### config.mk
export PLATFORM = sky130hd
export DESIGN_NAME = mult_div_unit
export DESIGN_NICKNAME = d
export VERILOG_FILES = /design/src/rtl/mult_div_pkg.sv /design/src/rtl/div_step.sv /design/src/rtl/mult_div_unit.sv
export SDC_FILE = /design/constraint.sdc
export NUM_CORES = 1
export LEC_CHECK = 0
export ABC_AREA = 1
export BUFFER_PORTS_ARGS = -buffer_cell sky130_fd_sc_hd__buf_2
export CORE_AREA = 8 8 247 249
export CTS_BUF_LIST = sky130_fd_sc_hd__clkbuf_16
export DETAILED_ROUTE_END_ITERATION = 7
export DIE_AREA = 0 0 255 257
export PLACE_DENSITY_LB_ADDON = 0.2
export SETUP_SLACK_MARGIN = 0.05
export SLEW_MARGIN = 5
export SYNTH_ARGS = -nofsm -noshare
export SYNTH_HDL_FRONTEND = slang
export SYNTH_SLANG_ARGS = --single-unit
### constraint.sdc
create_clock -name clk -period 2.1 [get_ports clk]
set_clock_uncertainty 0.1 [all_clocks]
set_input_delay 0.525 -clock clk [delete_from_list [all_inputs] [get_ports clk]]
set_output_delay 0.525 -clock clk [all_outputs]
set_load 0.03 [all_outputs]
### src/rtl/mult_div_pkg.sv
// mult_div_pkg: op encodings, FSM states and default width shared with the control FSM
package mult_div_pkg;
  localparam int WIDTH_DEF = 32;
  localparam logic OP_MULT = 1'b0;
  localparam logic OP_DIV = 1'b1;
  typedef enum logic [2:0] {S_IDLE, S_MULT, S_DIV, S_FINISH, S_DONE} state_t;
endpackage

### src/rtl/div_step.sv
// div_step: one combinational restoring-division step on unsigned magnitudes
module div_step #(
  parameter int W = 32
) (
  input  logic [W:0]   i_rem,
  input  logic [W-1:0] i_div,
  output logic [W-1:0] o_rem,
  output logic         o_q
);
  assign o_q = i_rem >= {1'b0, i_div};
  assign o_rem = W'(o_q ? i_rem - {1'b0, i_div} : i_rem);
endmodule

### src/rtl/mult_div_unit.sv
// mult_div_unit: iterative signed multiply (radix-2 Booth) / divide (restoring) producing HI/LO
module mult_div_unit
  import mult_div_pkg::*;
#(
  parameter int WIDTH = WIDTH_DEF
) (
  input  logic             clk,
  input  logic             reset,
  input  logic             start,
  input  logic             op,
  input  logic [WIDTH-1:0] a,
  input  logic [WIDTH-1:0] b,
  output logic [WIDTH-1:0] hi,
  output logic [WIDTH-1:0] lo,
  output logic             busy,
  output logic             done,
  output logic             div_zero
);
  localparam int CW = $clog2(WIDTH);
  state_t r_state, w_next;
  logic [CW-1:0] r_cnt;
  logic [2*WIDTH:0] r_acc;
  logic [WIDTH-1:0] r_m, r_hi, r_lo, w_amag, w_bmag, w_rem, w_q, w_r;
  logic [WIDTH:0] w_sum;
  logic r_op, r_dz, r_nq, r_nr, w_qbit, w_last, w_bz, w_iter;
  assign w_last = r_cnt == CW'(WIDTH - 1);
  assign w_iter = r_state == S_MULT || r_state == S_DIV;
  assign w_bz = b == '0;
  assign w_amag = a[WIDTH-1] ? -a : a;
  assign w_bmag = b[WIDTH-1] ? -b : b;
  // Booth sum kept one bit wider so the arithmetic shift sees the true sign even for the most negative multiplicand
  assign w_sum = r_acc[1:0] == 2'b01 ? {r_acc[2*WIDTH], r_acc[2*WIDTH:WIDTH+1]} + {r_m[WIDTH-1], r_m}
               : r_acc[1:0] == 2'b10 ? {r_acc[2*WIDTH], r_acc[2*WIDTH:WIDTH+1]} - {r_m[WIDTH-1], r_m}
               : {r_acc[2*WIDTH], r_acc[2*WIDTH:WIDTH+1]};
  div_step #(.W(WIDTH)) u_div_step (
    .i_rem({r_acc[2*WIDTH-1:WIDTH], r_acc[WIDTH-1]}),
    .i_div(r_m),
    .o_rem(w_rem),
    .o_q  (w_qbit)
  );
  assign w_q = r_nq ? -r_acc[WIDTH-1:0] : r_acc[WIDTH-1:0];
  assign w_r = r_nr ? -r_acc[2*WIDTH-1:WIDTH] : r_acc[2*WIDTH-1:WIDTH];
  assign hi = r_hi;
  assign lo = r_lo;
  // Divide-by-zero passes through FINISH without loading hi/lo so done lands in the second cycle
  always_comb begin
    w_next = r_state;
    busy = r_state != S_IDLE;
    done = r_state == S_DONE;
    div_zero = r_state == S_DONE && r_dz;
    if (r_state == S_IDLE && start) w_next = op == OP_MULT ? S_MULT : w_bz ? S_FINISH : S_DIV;
    else if (w_iter && w_last) w_next = S_FINISH;
    else if (r_state == S_FINISH) w_next = S_DONE;
    else if (r_state == S_DONE) w_next = S_IDLE;
  end
  always_ff @(posedge clk or negedge reset) begin
    if (!reset) begin
      r_state <= S_IDLE;
      r_cnt <= '0;
      r_acc <= '0;
      r_m <= '0;
      r_hi <= '0;
      r_lo <= '0;
      r_op <= 1'b0;
      r_dz <= 1'b0;
      r_nq <= 1'b0;
      r_nr <= 1'b0;
    end else begin
      r_state <= w_next;
      r_cnt <= w_iter ? r_cnt + 1'b1 : '0;
      if (r_state == S_IDLE && start) begin
        r_op <= op;
        r_dz <= op == OP_DIV && w_bz;
        r_nq <= a[WIDTH-1] ^ b[WIDTH-1];
        r_nr <= a[WIDTH-1];
        r_m <= op == OP_DIV ? w_bmag : a;
        r_acc <= op == OP_DIV ? {{(WIDTH+1){1'b0}}, w_amag} : {{WIDTH{1'b0}}, b, 1'b0};
      end
      if (r_state == S_MULT) r_acc <= {w_sum, r_acc[WIDTH:1]};
      if (r_state == S_DIV) r_acc <= {1'b0, w_rem, r_acc[WIDTH-2:0], w_qbit};
      if (r_state == S_FINISH && !r_dz) begin
        r_hi <= r_op == OP_DIV ? w_r : r_acc[2*WIDTH:WIDTH+1];
        r_lo <= r_op == OP_DIV ? w_q : r_acc[WIDTH:1];
      end
      if (r_state == S_DONE) r_dz <= 1'b0;
    end
  end
endmodule
# Word level (Yosys, flattened, before mapping)
# Cells that the tools add are included.
# op_classes
addsub	8
magnitude_cmp	1
eq_ne	8
muxes	23
bitwise	1
n_reduce_logical	14
# op_table
op	count
$mux 32	8
$mux 65	3
$neg 32->32	4
$mux 33	3
$add 32x32->33	1
$ge 33x32->1	1
$sub 32x32->33	1
$logic_not 32->1	1
$sub 32x32->32	1
$mux 3	4
$eq 3x2->1 const B	2
$reduce_bool 3->1	2
$add 5x1->5 const B	1
$eq 5x5->1 const B	1
$logic_and 1x1->1	5
$mux 5	1
$ne 4x1->1 const B	1
$reduce_bool 4->1	1
$eq 3x1->1 const B	1
$eq 3x3->1 const B	1
$logic_not 3->1	1
$mux 1	3
$eq 2x1->1 const B	1
$eq 2x2->1 const B	1
6 further kinds	6
# word_totals
ff_bits	173
inputBits	68
output_inout_bits	67
elab_cells	66

# Depth between registers and ports, before layout
# logic_depth
depth_word	6
ltp_mapped	19
mapped_depth_nobuf	18

# Hierarchy
# From an unflattened synthesis, not the netlist that was laid out.
# hier_totals
cells_unflattened	3482
hier_area_um2	20429.6
# by_module_without_submodules
module	n_inst	cells_per_inst	area_per_inst_um2	seq_area_each_um2
mult_div_unit	1	2835	17269.1	4329.2
div_step	1	647	3160.5	0.0

# Worst setup path after synthesis
# OpenSTA, ideal clock, no wires.
# synth_timing
kind	reg-to-reg
start	reg r_acc[33]
end	reg r_acc[64]
setup_time_ns	0.117
arrival_time_ns	2.007
required_ns	1.883
setup_slack_ns	-0.125
path_stages_with_launch	18
n_path_buf	0
synth_period_minus_slack_ns	2.225
path_cell_list	dfrtp_1 -> inv_1 -> ha_1 -> fa_1 -> inv_1 -> nand3_1 -> nand3_1 -> nand2_1 -> nand2_1 -> nand2_1 -> nand2_1 -> nand2_1 -> nand2_1 -> nand2_1 -> nand3_1 -> nand2_1 -> nand3_1 -> nand2_1
# synth_via
elab_chain_len	5
word_cells_on_any_way	6
cone_classes	add/sub (2); mux (4)
# synth_lines
element	line_no	text
start, declared	mult_div_unit.sv:22	logic [2*WIDTH:0] r_acc;
start signal, assigned	mult_div_unit.sv:77	r_acc <= op == OP_DIV ? {{(WIDTH+1){1'b0}}, w_amag} : {{WIDTH{1'b0}}, b, 1'b0};
start signal, assigned	mult_div_unit.sv:79	if (r_state == S_MULT) r_acc <= {w_sum, r_acc[WIDTH:1]};
start signal, assigned	mult_div_unit.sv:80	if (r_state == S_DIV) r_acc <= {1'b0, w_rem, r_acc[WIDTH-2:0], w_qbit};
$sub 32x32->33	mult_div_unit.sv:33	: r_acc[1:0] == 2'b10 ? {r_acc[2*WIDTH], r_acc[2*WIDTH:WIDTH+1]} - {r_m[WIDTH-1], r_m}
$mux 33	mult_div_unit.sv:33	
$mux 33 *	mult_div_unit.sv:32	assign w_sum = r_acc[1:0] == 2'b01 ? {r_acc[2*WIDTH], r_acc[2*WIDTH:WIDTH+1]} + {r_m[WIDTH-1], r_m}
$mux 65 *	mult_div_unit.sv:79	
$mux 65 *	mult_div_unit.sv:80	
# Every way passes the cells marked *; elsewhere a longest branch is shown, timed or not. The select of a mux whose other input is x is not followed.
# A chain may end at the register's enable or synchronous reset.

# Worst setup path after layout
# layout_timing
start	reg r_acc[33]
end	reg r_acc[53]
# layout_via
elab_chain_len	5
word_cells_on_any_way	9
cone_classes	add/sub (3); order compare (1); mux (5)
# layout_lines
element	line_no
$sub 32x32->33	mult_div_unit.sv:33
$mux 33	mult_div_unit.sv:33
$mux 33	mult_div_unit.sv:32
$mux 65	mult_div_unit.sv:79
$mux 65 *	mult_div_unit.sv:80
# Marked as above.

==> reports/qor.txt <==
Status - complete, but fails checks
Violated checks - setup timing
Pint - 5435 uW
Syn-to-layout area delta - 51.60%
Initial DRC Count - 1,995
Synth Register Bits - 173
# IOs - 135
CP peak stage delay - 470 ps
Fin nets - 4,253
Hold Path Depth - 4
Relative slew slack - 52.92%
Dpl hpwl - 75.80 mm
Clock power frac - 44.0%
Mapped Area - 19,660 um^2
Clock sink total - 173
Fraction of layout cells with a size suffix above 1 - 34.49%
Pre-antenna DRT Iters - 5
Fin. max-slew vios - 0
CTS root buffer - clkbuf_16
CP cell instances - ha_4, nand2_1, nor4_1, buf_4, and3_4, nor2_4, nand2_8, buf_12, buf_12, nand3_4, nand3_2, nand3_2
Number of global-route vias before repair - 24,470
Sw Share - 31.72%
Syn Nets - 3,498
Seq/Total Area, Yosys - 22.02%
Met1 GRT Util - 34.04%
DR vias/cell - 5.178
Tot Pwr - 7960 uW
# DRC - 0
Initial antenna violation count - 2
Ant. Diodes - 0
Comb power frac - 13.1%
Crit start category - flop
Crit path max fanout - 7
Leakage - 0.01558 uW
EDFF count, synth - 0
Dpl cell area - 26,300 um^2
Worst Tran Pin Value - 698.8 ps
Initial Util - 34.47%
Global route total overflow - 0
Min Tclk post-route - 2447 ps
Critical path launch point - r_acc[33]$_DFFE_PN0P_
Die outline width - 255 um
R2r endpoint - r_acc[53]$_DFFE_PN0P_
Slowest CP cell - dfrtp_2
Largest net degree at the start of global routing - 65
First-pass GRT wire length - 141.2 mm
R2r setup slk - -350 ps
Sequential group share of total power - 42.9%
Post-Syn Instances - 3,323
Max Buffers Root-to-Sink - 2
Final wirelength - 94.14 mm
Fin util - 52.26%
CTS clk-pin slew, worst paths - 80 ps
IO Port Bufs - 134
Busiest metal layer after global routing - met2
Final setup viols - 45
Final WS setup - -347.3 ps
Hold WC Path Type - in -> reg
Met2 Use GR - 46.07%
CORE AREA - 57,030 um^2
R2R cell count - 12
H-Tree Depth - 4
Place WS - -922.8 ps
Final hold violation count - 0
Number of distinct library cells after synthesis - 59
Clock Latency Late Sink - 510 ps
Fmax - 408.6 MHz
Die H - 257 um
Setup crit end kind - flop
Max_cap viols - 0
Top_reg_cell synth - dfrtp_1
Routed wire per std cell - 19.39 um
Worst Setup EP - r_acc[53]$_DFFE_PN0P_
Met3 usage - 4.224%
CP required - 2380 ps
Post-synth ARST share - 100.0%
Switch Pwr - 2525 uW
Tot GR Track Use - 28.02%
Row count - 88
Routability congestion estimate - 1.023
Cts bufs inserted - 17
YS warnings - 0
Cell area power density - 267.1 nW/um^2
Mapped Avg Cell Area - 5.917 um^2
RSZ-0062 raised after global routing - true
Final ANT Viol Nets - 0
CP Class - reg -> reg
Area of the die - 65,540 um^2
Final period util - 116.5%
Final hold slack - 352.3 ps
Worst vdd ir - 0.6719 mV
Final Cell Area - 29,810 um^2
Reg2reg start - r_acc[33]$_DFFE_PN0P_
Routed via count - 25,140
CTS tree - yes
Crit path arrival time - 2730 ps
## power by group through the flow
stage	Clock [uW]	Sequential [uW]	Combinational, uW
detailed placement	0	3480	1010
floorplan	0	3460	401
global route	3680	3420	1140
global placement	0	3480	1010
CTS	3570	3410	1020
finish	3510	3410	1040
## kinds of logic after synthesis
logic type / after synthesis / share of synthesized area, %
flip-flops: 173 / 22.02
AND/OR/NAND/NOR: 1741 / 37.46
buffers and inverters: 622 / 12.50
XOR/XNOR: 59 / 2.628
AO/OA/AOI/OAI: 621 / 18.47
adder cells (fa/ha/maj): 107 / 6.924
## sequential cells by signal, indices dropped and copies added, names as in the netlist
signal / flops
r_acc: 65
hi: 32
lo: 32
r_m: 32
r_cnt: 5
r_state: 3
r_dz: 1
r_nq: 1
r_nr: 1
r_op: 1
## how the worst min path moves through the flow
stage	startpoint	end	slack, ps
detailed placement	r_cnt[0]$_DFF_PN0_	r_cnt[0]$_DFF_PN0_	360
global route	b[31]	r_m[1]$_DFFE_PN0P_	380
CTS	a[1]	r_m[1]$_DFFE_PN0P_	330
finish	a[1]	r_m[1]$_DFFE_PN0P_	350
floorplan	reset	hi[0]$_DFFE_PN0P_	130
global placement	r_cnt[0]$_DFF_PN0_	r_cnt[0]$_DFF_PN0_	350
## through the flow
stage | instances | TNS [ps]
2_1_floorplan | 3323 | 0
3_3_place_gp | 4737 | -31190
3_5_place_dp | 4737 | -31130
4_1_cts | 4815 | -8655
5_1_grt | 4856 | -15630
6_report | 4856 | -10080
## cell usage after synthesis, drive strengths merged, types with 33 or more instances
master	count	area, um^2
a21oi	235	1176
buf	63	355.3
clkbuf	85	322.8
dfrtp	173	4329
ha	104	1301
inv	471	1768
nand2	984	3721
nand3	338	1779
nor2	320	1259
nor3	44	247.7
o211ai	33	247.7
o21ai	217	1109
o221ai	34	297.8
xor2	37	324.1
## timing repair
item	in CTS	in global routing
pin swaps	101	104
buffers inserted	43	41
setup endpoints to repair	66	116
gates resized for setup	295	256
endpoints found under the hold margin	35	0
hold buffers	1	0
gates cloned	2	3
## cells in the final DEF, fill, tap and decap left out, drive strengths merged, types with 2 or more instances in the layout
cell type	n
a21boi	3
a21oi	235
a221oi	30
a22oi	22
a31oi	7
and2	4
and3	2
buf	879
clkbuf	21
clkinv	7
dfrtp	173
fa	3
ha	104
inv	481
nand2	984
nand3	338
nand3b	7
nand4	30
nor2	320
nor3	44
nor4	6
o2111ai	3
o211ai	33
o21a	2
o21ai	217
o21bai	17
o221ai	34
o22ai	6
o31ai	6
o41ai	2
or2	4
xnor2	22
xor2	37
## critical path: cells and delay by family, from the launching register on
family                   cells  cell delay (ps)
flip-flops                   1              470
AND/OR/NAND/NOR              8             1040
buffers and inverters        3              400
adder cells (fa/ha/maj)      1              290
## cell type report
type	count	area, um^2
repair buffers	884	7000
flip-flops and latches	173	4368
clock inverters	15	200.2
clock buffers	17	425.4
fillers	5932	27230
multi-input cells	2528	15050
well taps	765	957.2
inverters	474	1809
## per-layer routing
layer	share of wire (%)	wire, um
met3	5.8	5466
met2	46	43460
met1	41	38470
met5	0.0074	7
met4	7.2	6735
Note: power is estimated with default switching activity, not from simulation.
